[src/rtl/ws2812b_rx_decoder.sv]
// ws2812b_rx_decoder: receive side of the WS2812B one-wire LED protocol.
// Oversamples din at clk, classifies each high pulse by width, captures the
// first 24 bits (GRB, MSB first) and detects the RET gap that ends a frame.
// Optional macro WS2812B_DOUT_FWD_EN: forwards bits 25+ on dout so decoders
// can be chained; when undefined dout is tied low.
module ws2812b_rx_decoder #(
    parameter int THRESH_CYCLES   = 60,
    parameter int MIN_HIGH_CYCLES = 20,
    parameter int MAX_HIGH_CYCLES = 110,
    parameter int RET_CYCLES      = 5000,
    parameter int CNT_W           = 13
) (
    input  logic        clk,
    input  logic        reset,
    input  logic        din,
    output logic [23:0] pixel_data,
    output logic        pixel_valid,
    output logic        frame_done,
    output logic        bit_error,
    output logic [15:0] fwd_count,
    output logic        dout
);

    typedef enum logic [1:0] {IDLE, MEAS_HIGH, ERR_HIGH, MEAS_LOW} state_t;

    localparam logic [CNT_W-1:0] CNT_ONE = CNT_W'(1);
    localparam logic [CNT_W-1:0] MIN_C   = CNT_W'(MIN_HIGH_CYCLES);
    localparam logic [CNT_W-1:0] THR_C   = CNT_W'(THRESH_CYCLES);
    localparam logic [CNT_W-1:0] MAXM1_C = CNT_W'(MAX_HIGH_CYCLES - 1);
    localparam logic [CNT_W-1:0] RETM1_C = CNT_W'(RET_CYCLES - 1);

    state_t           state;
    logic [CNT_W-1:0] cnt;
    logic [4:0]       bit_idx;
    logic [22:0]      shift_reg;
    logic             frame_bad;
    logic             din_meta;
    logic             din_s;
    logic             din_s_d;

    logic             rise;
    logic             fall;
    logic             rec_bit;
    logic             capture;
    logic             last_bit;
    logic             ret_hit;
    logic             bit_val;
    logic [23:0]      shift_next;

    // Forward counter saturates instead of wrapping on very long chains
    function automatic logic [15:0] sat_inc16(input logic [15:0] v);
        return (v == 16'hFFFF) ? v : v + 16'd1;
    endfunction

    assign rise       = din_s & ~din_s_d;
    assign fall       = ~din_s & din_s_d;
    // A high that ends at or above the glitch limit is a real bit
    assign rec_bit    = (state == MEAS_HIGH) && fall && (cnt >= MIN_C);
    assign capture    = rec_bit && (bit_idx < 5'd24);
    assign last_bit   = capture && (bit_idx == 5'd23);
    // Rising edge wins over the gap count reaching its limit
    assign ret_hit    = (state == MEAS_LOW) && !rise && (cnt >= RETM1_C);
    assign bit_val    = (cnt >= THR_C);
    assign shift_next = {shift_reg, bit_val};

    // Two-flop synchronizer plus a delayed copy for edge detection
    always_ff @(posedge clk or posedge reset) begin
        if (reset) begin
            din_meta <= 1'b0;
            din_s    <= 1'b0;
            din_s_d  <= 1'b0;
        end else begin
            din_meta <= din;
            din_s    <= din_meta;
            din_s_d  <= din_s;
        end
    end

    // Pulse/gap measurement FSM with registered event outputs
    always_ff @(posedge clk or posedge reset) begin
        if (reset) begin
            state       <= IDLE;
            cnt         <= '0;
            bit_idx     <= '0;
            shift_reg   <= '0;
            frame_bad   <= 1'b0;
            pixel_data  <= '0;
            pixel_valid <= 1'b0;
            frame_done  <= 1'b0;
            bit_error   <= 1'b0;
            fwd_count   <= '0;
        end else begin
            pixel_valid <= 1'b0;
            frame_done  <= 1'b0;
            bit_error   <= 1'b0;
            case (state)
                IDLE: begin
                    if (rise) begin
                        state     <= MEAS_HIGH;
                        cnt       <= CNT_ONE;
                        fwd_count <= '0;
                    end
                end
                MEAS_HIGH: begin
                    if (fall) begin
                        state <= MEAS_LOW;
                        cnt   <= CNT_ONE;
                        if (!rec_bit) begin
                            bit_error <= 1'b1;
                            frame_bad <= 1'b1;
                        end else if (capture) begin
                            shift_reg <= shift_next[22:0];
                            bit_idx   <= bit_idx + 5'd1;
                            if (last_bit && !frame_bad) begin
                                pixel_data  <= shift_next;
                                pixel_valid <= 1'b1;
                            end
                        end else begin
                            fwd_count <= sat_inc16(fwd_count);
                        end
                    end else if (cnt == MAXM1_C) begin
                        state     <= ERR_HIGH;
                        cnt       <= cnt + CNT_ONE;
                        bit_error <= 1'b1;
                        frame_bad <= 1'b1;
                    end else begin
                        cnt <= cnt + CNT_ONE;
                    end
                end
                ERR_HIGH: begin
                    if (fall) begin
                        state <= MEAS_LOW;
                        cnt   <= CNT_ONE;
                    end
                end
                MEAS_LOW: begin
                    if (rise) begin
                        state <= MEAS_HIGH;
                        cnt   <= CNT_ONE;
                    end else if (ret_hit) begin
                        state      <= IDLE;
                        cnt        <= '0;
                        bit_idx    <= '0;
                        frame_bad  <= 1'b0;
                        frame_done <= 1'b1;
                    end else begin
                        cnt <= cnt + CNT_ONE;
                    end
                end
                default: state <= IDLE;
            endcase
        end
    end

`ifdef WS2812B_DOUT_FWD_EN
    logic fwd_gate;

    // Gate opens after the own pixel is consumed and closes at frame end
    always_ff @(posedge clk or posedge reset) begin
        if (reset) begin
            fwd_gate <= 1'b0;
            dout     <= 1'b0;
        end else begin
            if (ret_hit) begin
                fwd_gate <= 1'b0;
            end else if (last_bit) begin
                fwd_gate <= 1'b1;
            end
            dout <= din_s & fwd_gate;
        end
    end
`else
    assign dout = 1'b0;
`endif

endmodule
[config.mk]
export PLATFORM = sky130hd
export DESIGN_NAME = ws2812b_rx_decoder
export DESIGN_NICKNAME = d
export VERILOG_FILES = /design/src/rtl/ws2812b_rx_decoder.sv
export SDC_FILE = /design/constraint.sdc
export NUM_CORES = 1
export LEC_CHECK = 0
export BUFFER_PORTS_ARGS = -buffer_cell sky130_fd_sc_hd__buf_2
export CAP_MARGIN = 20
export CORE_MARGIN = 1
export CORE_UTILIZATION = 45
export DETAILED_ROUTE_END_ITERATION = 12
export PLACE_DENSITY = 0.66
export SETUP_SLACK_MARGIN = 0.15
export SLEW_MARGIN = 20
export SYNTH_ARGS = -nofsm -noshare
export SYNTH_HDL_FRONTEND = slang
export SYNTH_SLANG_ARGS = --single-unit
[constraint.sdc]
create_clock -name clk -period 3.1 [get_ports clk]
set_input_delay 0.62 -clock clk [delete_from_list [all_inputs] [get_ports clk]]
set_output_delay 0.62 -clock clk [all_outputs]
set_load 0.05 [all_outputs]
-- Yosys cells after proc, flatten, opt, wreduce, memory -nomap -nowiden
Index checks and enable logic that the tools add are counted.
- memory bits (writable): 0
- bits in read-only memories: 0
- memories kept: 0
- latch bits: 0
- logic and storage cells: 104
- flip-flop bits (word level): 90
- output and inout bits: 44
- magnitude comparators: 4
- equal/unequal tests: 18
- shifts and indexed selects: 0
- div/mod/pow operators: 0
- reduce and logical (&&, ||, !) cells: 19
- multiply operators: 0
- add/subtract/negate cells: 3
- mux-type cells: 43
- bitwise gates (word level): 4
- operator list (kind ; count):
    2-to-1 mux 16 bit ; 5
    2-to-1 mux 13 bit ; 5
    case mux 13 bit (4 select lines) ; 1
    case mux 16 bit (2 select lines) ; 1
    2-to-1 mux 5 bit ; 5
    inequality test 2 bit, second input constant ; 9
    2-to-1 mux 1 bit ; 17
    adder 16 x 1 -> 16 bit, second input constant ; 1
    == test 16 bit, second input constant ; 1
    adder 13 x 1 -> 13 bit, second input constant ; 1
    == test 13 x 7 -> 1 bit, second input constant ; 1
    >= comparator 13 bit, second input constant ; 1
    >= comparator 13 x 5 -> 1 bit, second input constant ; 1
    >= comparator 13 x 6 -> 1 bit, second input constant ; 1
    2-to-1 mux 2 bit ; 6
    AND reduction 6 bit ; 2
    case mux 5 bit (2 select lines) ; 1
    AND reduction 5 bit ; 2
    case mux 2 bit (4 select lines) ; 1
    AND reduction 4 bit ; 2
    logical AND 1 bit ; 7
    inequality test 3 bit, second input constant ; 2
    adder 5 x 1 -> 5 bit, second input constant ; 1
    == test 5 bit, second input constant ; 1
    11 further kinds ; 16

-- Longest topological paths before layout
- depth after elaboration: 12
- depth in mapped cells: 9
- depth with buffers taken out: 8

-- Worst setup path before layout
No wires, ideal clock.
- path kind: reg2reg
- start point: register fwd_count[0]
- end point: register fwd_count[12]
- path buffers: 0
- data required time: 3022 ps
- period minus slack after synthesis: 2149 ps
- cell stages (with the launch flop): 8
- arrival time: 2071 ps
- library setup time: 78 ps
- slack: 951 ps
- cells stage by stage: dfrtp_1 -> ha_1 -> and3_1 -> nand3_1 -> nor3_1 -> nand3_2 -> or4_1 -> a21oi_1
- word-level cells in the longest chain between the ends: 6
- RTL lines (item ; RTL line ; source):
    start: declaration ; 20 ; output logic [15:0] fwd_count,
    start signal: assignment ; 119 ; fwd_count <= sat_inc16(fwd_count);
    adder 16 x 1 -> 16 bit ; 52 ; return (v == 16'hFFFF) ? v : v + 16'd1;
    2-to-1 mux 16 bit ; 52 ;
    2-to-1 mux 16 bit ; 111 ; end else if (capture) begin
    2-to-1 mux 16 bit ; 108 ; if (!rec_bit) begin
    2-to-1 mux 16 bit ; 105 ; if (fall) begin
    case mux 16 bit (2 select lines) ; 96 ; case (state)
Several ways; a longest one is shown, not always the timed one. The select of a mux whose other input is x is not followed.
A chain may end at the register's enable or synchronous reset.

-- Worst setup path after layout
- start point: register state[1]
- end point: register fwd_count[13]
- word-level cells in the longest chain between the ends: 6
- RTL lines (item ; RTL line ; source):
    start: declaration ; 32 ; state_t state;
    start signal: assignment ; 82 ; state <= IDLE;
    start signal: assignment ; 99 ; state <= MEAS_HIGH;
    start signal: assignment ; 106 ; state <= MEAS_LOW;
    == test 2 x 1 -> 1 bit ; 58, 96 ;
    logical AND 1 bit (2 in series) ; 58 ; assign rec_bit = (state == MEAS_HIGH) && fall && (cnt >= MIN_C);
    logical AND 1 bit ; 59 ; assign capture = rec_bit && (bit_idx < 5'd24);
    inequality test 2 bit (no source line) ; n/a ;
    AND reduction 6 bit (no source line) ; n/a ;
Several ways; a longest one is shown, not always the timed one.

==> impl_results.md <==
* Chip Height at 98.4 µm
* Final Skew at 0.00892 ns
* Reg clk slew, reported paths at 0.09 ns
* Setup TNS at 0 ns
* Main synth FF type: dfrtp_1
* Overflow after GRT at 0
* Part of the cycle the worst path needs at 82.1%
* IO Count at 47
* Vias at 3,245
* CTS buffer count at 9
* Fraction of registers with async set/reset at 100%
* Post-CTS sizing at 0
* Fmax at 0.393 GHz
* Routed vias/inst at 5.24
* Compound-cell area share of the yosys netlist at 7.73%
* RSZ-0062 raised after global routing: no
* Synth cell types at 54
* Hold Fails Final Rpt at 0
* Simple-Gate Fraction of Synth Area at 28.4%
* Dpl hpwl at 5530 µm
* Status: finished clean
* Post-Synth Adder-Cell Area at 2.70%
* Syn Nets at 473
* Die ar. at 9670 µm²
* Syn avg cell area at 9.06 µm²
* Register bit total from synthesis at 90
* Mux contribution to synthesized area at 1.11%
* Pleak at 2.53 nW
* Post-DRT Antenna Nets at 0
* Num rows at 34
* Post-synthesis sequential area ratio at 53.9%
* Setup-failing EPs final at 0
* HP Class: in -> async
* Final weighted congestion in routability-driven placement at 0.846
* N_diodes at 0
* DR DRC count at 0
* Chip width at 98.4 µm
* Min Tclk post-route at 2.54 ns
* Nets at 518
* Port Buffer Count at 45
* Number of flops mapped to enable cells by yosys at 0
* Max Root-Sink Buffers at 2
* Worst Path Class, Setup: reg -> reg
* DRT iter0 DRCs at 100
* Final Routed Wirelength at 8330 µm
* Max reg flops at 24
* Arrival @ worst endpoint at 2.83 ns
* Largest net degree at the start of global routing at 91
* Required time of the critical path at 3.38 ns
* Min setup slack post-route at 0.556 ns
* Fill cells at 822
* Most frequent cells in the layout: nand2_1, dfrtp_1, buf_2
* CP max FO at 14
* Leading cell type in the layout, fill and taps excluded: nand2_1
* Total core area at 8850 µm²
* Relative slew slack at 63.5%
* Post-layout util at 53.6%
* PwrDens at 561 nW/µm²
* Vias in the first global route at 3,085
* CTS tree: done
* GRT Total Usage at 18.5%
* # H-tree levels at 3
* Peak VDD IR at 0.000468 V
* Initial antenna violation count at 0
* Post-Syn Area at 4180 µm²
* Area Growth Syn to Fin at 13.4%
* Starting Density at 47.2%
* CTS root buf: clkbuf_8
* Post-CTS Setup Bufs at 0
* Share of layout cells above drive strength 1 at 15.9%
* Initial DRT Pass Iterations at 6
* Syn Inst Count at 461
* Worst Tran Pin Value at 0.542 ns
* Hold_buf cts at 0
* Xor/xnor cell area share of the yosys netlist at 2.94%
* Main combinational cell family by area after synthesis: simple AND/OR/NAND/NOR gates
* Max-capacitance violation count at 0
* Global-route wire length before repair at 14,400 µm
* # clock sinks at 90
* Pre-CTS WS at 0.592 ns
* Yosys warnings at 0
* Worst skew pair latency at 0.35 ns
* Startpoint Class: flop
* Slew Limit Fails at 0
* WL/cell at 13.5 µm
* Crit end category: flop
layout make-up:
type | count | area (µm²) | share of cell area, %
sequential | 90 | 2250 | 47.5
inverter | 15 | 60.1 | 1.27
tap | 108 | 135 | 2.85
clock inverter | 6 | 71.3 | 1.50
clock buffer | 10 | 138 | 2.90
multi-input combinational | 338 | 1790 | 37.8
timing repair buffer | 52 | 290 | 6.12
through the flow:
step                      area, µm²  hold WS (ns)  instances  power [mW]
final                          4740         0.358        619        2.66
after global routing           4740         0.363        619        2.79
after CTS                      4740         0.358        619        2.68
after detailed placement       4530         0.341        603        1.84
after global placement         4530         0.338        603        1.82
after floorplan                4180         0.331        461        1.70
power by group:
part           internal, mW  total, mW  switching (mW)  leakage [nW]
Combinational         0.194      0.567           0.373          1.19
Sequential             1.21       1.26          0.0404          1.24
Clock                 0.402      0.835           0.433        0.0995
cells by family (layout without fill, tap and decap cells):
family | Yosys count | count (layout)
AO/OA/AOI/OAI | 48 | 48
XOR/XNOR | 14 | 14
adder cells (fa/ha/maj) | 9 | 9
buffers and inverters | 33 | 83
flip-flops | 90 | 90
multiplexers | 4 | 4
other | 1 | 1
AND/OR/NAND/NOR | 262 | 262
critical path, cell delays in order (launching register included):
cell and delay [ns]:
dfrtp_1 0.39, inv_1 0.07, ha_1 0.33, nand4bb_1 0.35
o21a_1 0.20, nor2_1 0.31, nand4_2 0.29, or3_1 0.38
a21oi_1 0.15
layer usage:
| layer | track usage, % | vias up | part of all wire, % |
|---|---|---|---|
| li1 | - | 1617 | - |
| met5 | 0 | - | 0 |
| met2 | 28.8 | 64 | 45 |
| met1 | 26.4 | 1550 | 50 |
| met3 | 2.72 | 14 | 3.5 |
| met4 | 6.66 | 0 | 1.4 |
synthesized netlist by cell type (2+ instances only):
cell type | count | area [µm²]
a21oi_1 | 10 | 50.1
a31oi_1 | 3 | 18.8
a41o_1 | 2 | 20.0
and2_1 | 5 | 31.3
and3_1 | 8 | 50.1
and4_1 | 2 | 17.5
buf_1 | 2 | 7.51
buf_2 | 3 | 15.0
clkbuf_1 | 11 | 41.3
dfrtp_1 | 90 | 2250
ha_1 | 9 | 113
inv_1 | 14 | 52.6
mux2i_1 | 2 | 20.0
nand2_1 | 164 | 616
nand2b_1 | 3 | 18.8
nand3_1 | 11 | 55.1
nand4_1 | 15 | 93.8
nor2_1 | 25 | 93.8
nor3_1 | 5 | 25.0
nor4_1 | 4 | 25.0
o211ai_1 | 2 | 15.0
o21ai_0 | 16 | 80.1
o21ai_1 | 2 | 10.0
o31ai_1 | 3 | 22.5
or3_1 | 9 | 56.3
xnor2_1 | 2 | 17.5
xor2_1 | 12 | 105
path summary, 6_finish.rpt:
path	from	to	slack [ns]	depth (start not counted)
hold reg to reg	din_meta	din_s	0.36	0
setup / recovery	state[1]	fwd_count[13]	0.56	8
hold / removal	reset	pixel_data[1]	0.36	3
max in group asynchronous	reset	fwd_count[9]	2.36	3
min in group clk	din_meta	din_s	0.36	0
setup reg to reg	state[1]	fwd_count[13]	0.56	8
No activity file was read; power rests on OpenSTA's default activity.
